$ cat config.mk
export PLATFORM = sky130hd
export DESIGN_NAME = alu_seq64
export DESIGN_NICKNAME = d
export VERILOG_FILES = /design/src/rtl/alu_pkg.sv /design/src/rtl/seq64_flags.sv /design/src/rtl/alu_seq64.sv
export SDC_FILE = /design/constraint.sdc
export NUM_CORES = 1
export LEC_CHECK = 0
export ABC_AREA = 1
export CAP_MARGIN = 15
export CORE_ASPECT_RATIO = 0.6
export CORE_MARGIN = 1
export CORE_UTILIZATION = 35
export DETAILED_ROUTE_END_ITERATION = 16
export PLACE_DENSITY_LB_ADDON = 0.2
export SYNTH_ARGS = -nofsm -noshare
export SYNTH_HDL_FRONTEND = slang
export SYNTH_SLANG_ARGS = --single-unit
$ cat constraint.sdc
create_clock -name clk -period 1.5 [get_ports clk]
set_input_delay 0.375 -clock clk [delete_from_list [all_inputs] [get_ports clk]]
set_output_delay 0.375 -clock clk [all_outputs]
set_load 0.05 [all_outputs]
$ cat src/rtl/alu_pkg.sv
// Shared definitions for the sequential 64-bit add/subtract unit.
// Contents:
//   - EXE_* : command codes that select the 32-bit ALU operation
//   - op_t : 64-bit operation select (add or subtract)
//   - state_t : sequencer states (IDLE, LO, HI, DONE)
//   - carry_out() : carry (add) or borrow (sub) out of one bit position,
//     rebuilt from the operand bits and the result bit
package alu_pkg;

  localparam logic [3:0] EXE_NOP = 4'b0000;
  localparam logic [3:0] EXE_ADD = 4'b0010;
  localparam logic [3:0] EXE_ADC = 4'b0011;
  localparam logic [3:0] EXE_SUB = 4'b0100;
  localparam logic [3:0] EXE_SBC = 4'b0101;

  typedef enum logic {
    OP_ADD64 = 1'b0,
    OP_SUB64 = 1'b1
  } op_t;

  typedef enum logic [1:0] {
    ST_IDLE = 2'd0,
    ST_LO   = 2'd1,
    ST_HI   = 2'd2,
    ST_DONE = 2'd3
  } state_t;

  // The ALU does not export its flags, so the carry or borrow out of a bit
  // position is rebuilt from that position's two operand bits and the
  // result bit the ALU produced there.
  function automatic logic carry_out(input logic is_sub, input logic a_bit,
                                     input logic b_bit, input logic r_bit);
    if (is_sub)
      return (~a_bit & b_bit) | ((~a_bit | b_bit) & r_bit);
    else
      return (a_bit & b_bit) | ((a_bit | b_bit) & ~r_bit);
  endfunction

endpackage

$ cat src/rtl/seq64_flags.sv
// Combinational carry/borrow and 64-bit flag generation.
// Ports:
//   op      : add or subtract currently in flight
//   a_lo31  : bit 31 of operand a (low-word MSB)
//   b_lo31  : bit 31 of operand b (low-word MSB)
//   r_lo31  : bit 31 of the ALU result while the low word is driven
//   a63     : bit 63 of operand a
//   b63     : bit 63 of operand b
//   sum     : assembled 64-bit result (high word from the ALU, low word
//             from the register)
//   low_cb  : carry (add) or borrow (sub) out of bit 31
//   n, z, c, v : 64-bit flags, ARM convention (c is NOT borrow for sub)
module seq64_flags
  import alu_pkg::*;
(
  input  op_t         op,
  input  logic        a_lo31,
  input  logic        b_lo31,
  input  logic        r_lo31,
  input  logic        a63,
  input  logic        b63,
  input  logic [63:0] sum,
  output logic        low_cb,
  output logic        n,
  output logic        z,
  output logic        c,
  output logic        v
);

  logic is_sub;
  logic hi_cb;

  // Carry/borrow out of both word boundaries, then the ARM-style flags on
  // the full 64-bit result. For subtraction the C flag is the inverse of
  // the borrow, and overflow is only possible when the operand signs differ.
  always_comb begin
    is_sub = (op == OP_SUB64);
    low_cb = carry_out(is_sub, a_lo31, b_lo31, r_lo31);
    hi_cb  = carry_out(is_sub, a63, b63, sum[63]);
    n      = sum[63];
    z      = (sum == 64'd0);
    c      = is_sub ? ~hi_cb : hi_cb;
    if (is_sub)
      v = (a63 != b63) && (sum[63] != a63);
    else
      v = (a63 == b63) && (sum[63] != a63);
  end

endmodule

$ cat src/rtl/alu_seq64.sv
// Sequential 64-bit add/subtract built on an external 32-bit ALU. The low
// word is computed in LO and the high word in HI. The carry or borrow is
// chained between the two words through alu_c_in.
// Ports:
//   clk, rst            : clock; synchronous active-low reset
//   start, op, a, b     : request, operation (0 add, 1 sub), 64-bit operands
//   abort               : cancel an operation in LO or HI
//   alu_val1, alu_val2  : ALU operand drive
//   alu_c_in            : ALU carry-in drive
//   alu_exe_cmd         : ALU command drive
//   alu_result          : ALU combinational result
//   busy, done          : in-flight indicator; one-cycle completion pulse
//   result, n, z, c, v  : 64-bit result and flags, held between operations
module alu_seq64
  import alu_pkg::*;
(
  input  logic        clk,
  input  logic        rst,
  input  logic        start,
  input  logic        op,
  input  logic        abort,
  input  logic [63:0] a,
  input  logic [63:0] b,
  output logic [31:0] alu_val1,
  output logic [31:0] alu_val2,
  output logic        alu_c_in,
  output logic [3:0]  alu_exe_cmd,
  input  logic [31:0] alu_result,
  output logic        busy,
  output logic        done,
  output logic [63:0] result,
  output logic        n,
  output logic        z,
  output logic        c,
  output logic        v
);

  state_t      state;
  state_t      state_next;
  logic [63:0] a_q;
  logic [63:0] b_q;
  op_t         op_q;
  logic [31:0] res_lo_q;
  logic        low_cb_q;
  logic        accept;
  logic        f_low_cb;
  logic        f_n;
  logic        f_z;
  logic        f_c;
  logic        f_v;

  assign accept = start && ((state == ST_IDLE) || (state == ST_DONE));

  seq64_flags u_flags (
    .op     (op_q),
    .a_lo31 (a_q[31]),
    .b_lo31 (b_q[31]),
    .r_lo31 (alu_result[31]),
    .a63    (a_q[63]),
    .b63    (b_q[63]),
    .sum    ({alu_result, res_lo_q}),
    .low_cb (f_low_cb),
    .n      (f_n),
    .z      (f_z),
    .c      (f_c),
    .v      (f_v)
  );

  // State register. Reset overrides both abort and start.
  always_ff @(posedge clk) begin
    if (!rst)
      state <= ST_IDLE;
    else
      state <= state_next;
  end

  // Next-state logic. Start is only looked at in IDLE and DONE, so a
  // request during LO/HI is dropped rather than queued. Abort only matters
  // in LO/HI.
  always_comb begin
    state_next = state;
    case (state)
      ST_IDLE: state_next = start ? ST_LO : ST_IDLE;
      ST_LO:   state_next = abort ? ST_IDLE : ST_HI;
      ST_HI:   state_next = abort ? ST_IDLE : ST_DONE;
      ST_DONE: state_next = start ? ST_LO : ST_IDLE;
      default: state_next = ST_IDLE;
    endcase
  end

  // Output decode. LO drives the low words with no carry-in. HI drives the
  // high words and chains the low carry in. For subtraction the carry-in
  // is the inverted borrow. All other states park the ALU on NOP with
  // zero operands.
  always_comb begin
    busy        = 1'b0;
    done        = 1'b0;
    alu_val1    = 32'd0;
    alu_val2    = 32'd0;
    alu_c_in    = 1'b0;
    alu_exe_cmd = EXE_NOP;
    case (state)
      ST_LO: begin
        busy        = 1'b1;
        alu_val1    = a_q[31:0];
        alu_val2    = b_q[31:0];
        alu_exe_cmd = (op_q == OP_SUB64) ? EXE_SUB : EXE_ADD;
      end
      ST_HI: begin
        busy        = 1'b1;
        alu_val1    = a_q[63:32];
        alu_val2    = b_q[63:32];
        alu_c_in    = (op_q == OP_SUB64) ? ~low_cb_q : low_cb_q;
        alu_exe_cmd = (op_q == OP_SUB64) ? EXE_SBC : EXE_ADC;
      end
      ST_DONE: done = 1'b1;
      default: ;
    endcase
  end

  // Datapath registers. The low word goes into a private staging register
  // so the visible result only changes at the HI capture. This keeps the
  // previous answer intact through the next operation and through an
  // abort in LO or HI.
  always_ff @(posedge clk) begin
    if (!rst) begin
      a_q      <= 64'd0;
      b_q      <= 64'd0;
      op_q     <= OP_ADD64;
      res_lo_q <= 32'd0;
      low_cb_q <= 1'b0;
      result   <= 64'd0;
      n        <= 1'b0;
      z        <= 1'b0;
      c        <= 1'b0;
      v        <= 1'b0;
    end else begin
      if (accept) begin
        a_q  <= a;
        b_q  <= b;
        op_q <= op_t'(op);
      end
      if ((state == ST_LO) && !abort) begin
        res_lo_q <= alu_result;
        low_cb_q <= f_low_cb;
      end
      if ((state == ST_HI) && !abort) begin
        result <= {alu_result, res_lo_q};
        n      <= f_n;
        z      <= f_z;
        c      <= f_c;
        v      <= f_v;
      end
    end
  end

endmodule

* After elaboration in Yosys (flattened, before gate mapping)
Cells that the tools add are included.
Storage, ports and cells: register bits after elaboration 232, output and inout bits 139, logic and storage cells 66
Operators by class: equal/unequal tests 6, muxes and demuxes 17, bitwise operators 21, reductions and logical operators 11
Operator list (count):
- $pmux 32 s2 | 2
- $logic_not 64->1 | 1
- $mux 1 | 9
- $and 1x1->1 | 8
- $or 1x1->1 | 8
- $mux 3 | 2
- $pmux 2 s3 | 1
- $pmux 3 s2 | 1
- $logic_and 1x1->1 | 5
- $not 1->1 | 5
- $eq 2x2->1 const B | 2
- $mux 2 | 2
- $reduce_or 2->1 | 2
- $eq 2x1->1 const B | 1
- $logic_not 2->1 | 1
- $ne 1x1->1 | 2
- $eq 1x1->1 | 1
- $logic_not 1->1 | 1
- $logic_or 1x1->1 | 1

* Logic depth before layout (Yosys ltp)
word-level depth 7, gate-level depth with buffers 11

* Modules after synthesis
A second synthesis with hierarchy kept.
Second synthesis, totals: cell total of the unflattened synthesis 1533, area total of the unflattened synthesis 10361.2 um2
By module, submodules not included:
- alu_seq64 | times used 1, cells an instance 1436, area an instance 9912.0 um2
- seq64_flags | times used 1, cells an instance 97, area an instance 449.2 um2

* Worst setup path before layout
Ideal clock, no wire load.
kind register to output, start register state[0], end output port alu_exe_cmd[1], data arrival time 2.361 ns, data required time 1.125 ns, path slack -1.236 ns, stages on the path, launching flop included 7, buffers on the path 2, cell sequence dfxtp_1 > inv_1 > ha_1 > buf_2 > buf_2 > nor2_1 > nor3_1
Between the ends: word-level cells in the longest chain between the ends 2
Ends and longest elaborated chain:
- start, declared | RTL line alu_seq64.sv:38 | state_t state;
- start signal, assigned | RTL line alu_seq64.sv:74 | state <= state_next;
- $eq 2x2->1 or $eq 2x1->1 (tied branches) | RTL line alu_seq64.sv:102 | case (state)
- $pmux 3 s2 (*) | RTL line alu_seq64.sv:102
- end, declared | RTL line alu_seq64.sv:27 | output logic [3:0] alu_exe_cmd,
Every way passes the cells marked *; elsewhere a longest branch is shown, timed or not.

* Final worst setup path
start register state[1], end output port alu_val1[28]
Between the ends: word-level cells in the longest chain between the ends 2
Ends and longest elaborated chain:
- $eq 2x2->1 or $eq 2x1->1 (tied branches) | RTL line alu_seq64.sv:102
- $pmux 32 s2 (*) | RTL line alu_seq64.sv:102
- end, declared | RTL line alu_seq64.sv:24 | output logic [31:0] alu_val1,
Marked as above.

==> run_results.csv <==
group,metric,value,unit
placed_design,place_area,15500,sq um
route,via_count,10461,
logic_synthesis,postSynthAreaPerCell,7.24,sq um
final_layout,fin_area,18700,sq um
route,firstDrtPassIters,5,
setup_path,critPathKind,"reg -> out",
cts,insertion_delay,0.51,ns
logic_synthesis,synth_largest_area_cell,"dfxtp_1",
logic_synthesis,ys_async_sr_fraction,0,
placed_design,port_buffers,302,
die,ios,304,
logic_synthesis,yosys.cell_types.count,23,
setup_path,cp-end-kind,"output pin",
pwr,internal_power,0.0120,W
timing,slew_viol_final,0,
placed_design,hpwlAfterDp,24.2,mm
die,num_rows,45,
cts,cts-buffers-inserted,23,
timing,max_freq,0.435,GHz
global_route,track_usage,0.266,
setup_path,path_max_fanout,7,
timing,min_period,2.30,ns
timing,setup_tns,-127.08,ns
die,core_area,25600,sq um
cts,cts_tree,"yes",
final_layout,final_cell_mix,"nor2_1, dfxtp_1, buf_12",
timing,period_share,1.53,
final_layout,stdcell_count,2052,
die,die_height,128,um
route,drc,0,
timing,setup_violations,279,
logic_synthesis,synth_fp_nets,1450,
cts,ctsHoldBuffers,0,
timing,rsz0062_at_grt,"yes",
pwr,ir_drop,0.590,mV
setup_path,worst_ep_arrival_time,1.93,ns
pwr,p_leak,7.35,nW
global_route,grt_max_degree,80,
outcome,violations,"negative setup slack",
global_route,antenna_found_initial,3,
pwr,swShare,0.284,
timing,hold_violations,0,
final_layout,syn_to_final_growth,102,%
outcome,status,"complete, but fails checks",
pwr,seqPwrFrac,0.410,
route,via_per_inst,5.10,
cts,clock_sinks,231,
placed_design,dp_cells,1934,
final_layout,layout-drive-gt1-share,0.350,
pwr,power_density,901,nW/um^2
cts,clk_pin_slew_worst_paths,0.07,ns
cts,cts-root-buf,"clkbuf_16",
logic_synthesis,synth_ff_type,"dfxtp_1",
logic_synthesis,synth_area_leaders,"dfxtp_1, nor2_1, o21ai_0",
route,drt_wl_total,40.1,mm
placed_design,gp_congestion,0.959,
global_route,grt_pass1_wl,55.6,mm
cts,h-tree-depth,1,
logic_synthesis,synth_top_area_frac,0.500,
pwr,netSwitchingPower,0.00479,W
route,antenna_left,0,
logic_synthesis,ys_ff_latch,231,
flow_run,drv_cap,0,
final_layout,layout_commonest_cell,"nor2_1",
logic_synthesis,synth-edff-count,0,
pwr,combPwrFrac,0.227,
setup_path,start_kind,"register",
cts,clock_path_buffers,3,
route,wl_per_cell,19.5,um
route,drt_iter0_markers,845,
final_layout,n_fill_cell,1791,
timing,fin_worst_skew,0.0165,ns
die,dieArea,27100,sq um
global_route,grt_pass1_vias,9807,
global_route,overflow,0,
final_layout,nNetsFinal,1854,
worst_hold_path,min_path_type,"in -> reg",
timing,hold_ws,0.191,ns
logic_synthesis,syn_area,9240,sq um
die,chipWidth,212,um
logic_synthesis,ys_warn_count,0,
die,start_util,0.361,
pwr,clkPwrFrac,0.363,
timing,setup_slack,-0.801,ns
logic_synthesis,netlist_instances,1277,
logic_synthesis,yosysSeqAreaShare,0.500,
setup_path,cp.required,1.12,ns
metal layers:
layer	vias up	part of all wire	global-route usage
met4	2	0.016	0.0477
met1	5042	0.45	0.374
li1	4966	-	-
met5	-	0.00040	0
met2	396	0.44	0.398
met3	55	0.096	0.0855
power by group through the flow:
stage / clock network (W) / logic [W] / registers (W)
after detailed placement: 0 / 0.00300 / 0.00696
after global routing: 0.00648 / 0.00403 / 0.00694
after global placement: 0 / 0.00296 / 0.00694
final: 0.00612 / 0.00382 / 0.00690
after CTS: 0.00619 / 0.00339 / 0.00686
after floorplan: 0 / 0.00142 / 0.00702
registers in the layout, indices dropped and copies added (netlist names), 2 cells and up:
| register | count |
|---|---|
| result | 64 |
| b_q | 64 |
| state | 2 |
| res_lo_q | 32 |
| a_q | 64 |
what timing repair did:
item | CTS | global route
gates cloned | 18 | 18
pin swaps | 43 | 43
endpoints found under the setup margin | 263 | 296
gates resized for setup | 266 | 155
setup buffers | 28 | 14
cell type report:
type                       instances  area (sq um)  share of cell area
antenna                            3          7.51            0.000402
clock buffer                      32           699              0.0375
clock inverter                     9          97.6             0.00523
inverter                          38           178             0.00951
multi-input combinational        912          5560               0.298
sequential                       231          4630               0.248
tap                              352           440              0.0236
timing repair buffer             474          7050               0.377
timing repair inverter             1          16.3            0.000871
path summary, 6_finish.rpt:
check	slack, ns	endpoint	start	depth (start not counted)
hold reg to reg	0.49	b_q[12]	b_q[12]	2
hold / removal	0.19	result[38]	rst	3
setup reg to reg	-0.55	result[2]	state[1]	14
setup / recovery	-0.80	alu_val1[28]	state[1]	8
kinds of logic (layout without fill, tap and decap cells):
group / count (synthesis) / after routing / synth area share
AO/OA/AOI/OAI: 352 / 352 / 0.192
flip-flops: 231 / 231 / 0.500
XOR/XNOR: 1 / 1 / 0.000948
adder cells (fa/ha/maj): 8 / 8 / 0.0108
buffers and inverters: 135 / 554 / 0.0677
other: 1 / 4 / 0.000406
AND/OR/NAND/NOR: 549 / 550 / 0.228
cells in the mapped netlist, types with 2 or more instances:
| master | number |
|---|---|
| a21oi_1 | 118 |
| buf_2 | 36 |
| buf_4 | 14 |
| buf_6 | 2 |
| clkbuf_1 | 40 |
| clkbuf_2 | 5 |
| dfxtp_1 | 231 |
| ha_1 | 8 |
| inv_1 | 35 |
| inv_2 | 3 |
| nand2_1 | 140 |
| nand3_1 | 13 |
| nor2_1 | 389 |
| nor2_4 | 2 |
| nor3_1 | 3 |
| o21ai_0 | 225 |
| o21ai_1 | 7 |
through the flow:
| step | setup WS [ns] | util | power, W |
|---|---|---|---|
| 4_1_cts | -0.801 | 0.693 | 0.0164 |
| 3_5_place_dp | -0.512 | 0.605 | 0.00996 |
| 6_report | -0.801 | 0.729 | 0.0168 |
| 5_1_grt | -0.873 | 0.729 | 0.0175 |
| 3_3_place_gp | -0.530 | 0.605 | 0.00990 |
| 2_1_floorplan | -0.286 | - | 0.00844 |
critical path, cell delays in order, from the launching register on:
cell and delay [ns]:
dfxtp_4 0.36, inv_2 0.08, ha_4 0.17, buf_12 0.11, buf_16 0.11, buf_4 0.11, nand2_1 0.10, a21oi_4 0.20
buf_12 0.16
Note: power is estimated with default switching activity, not from simulation.
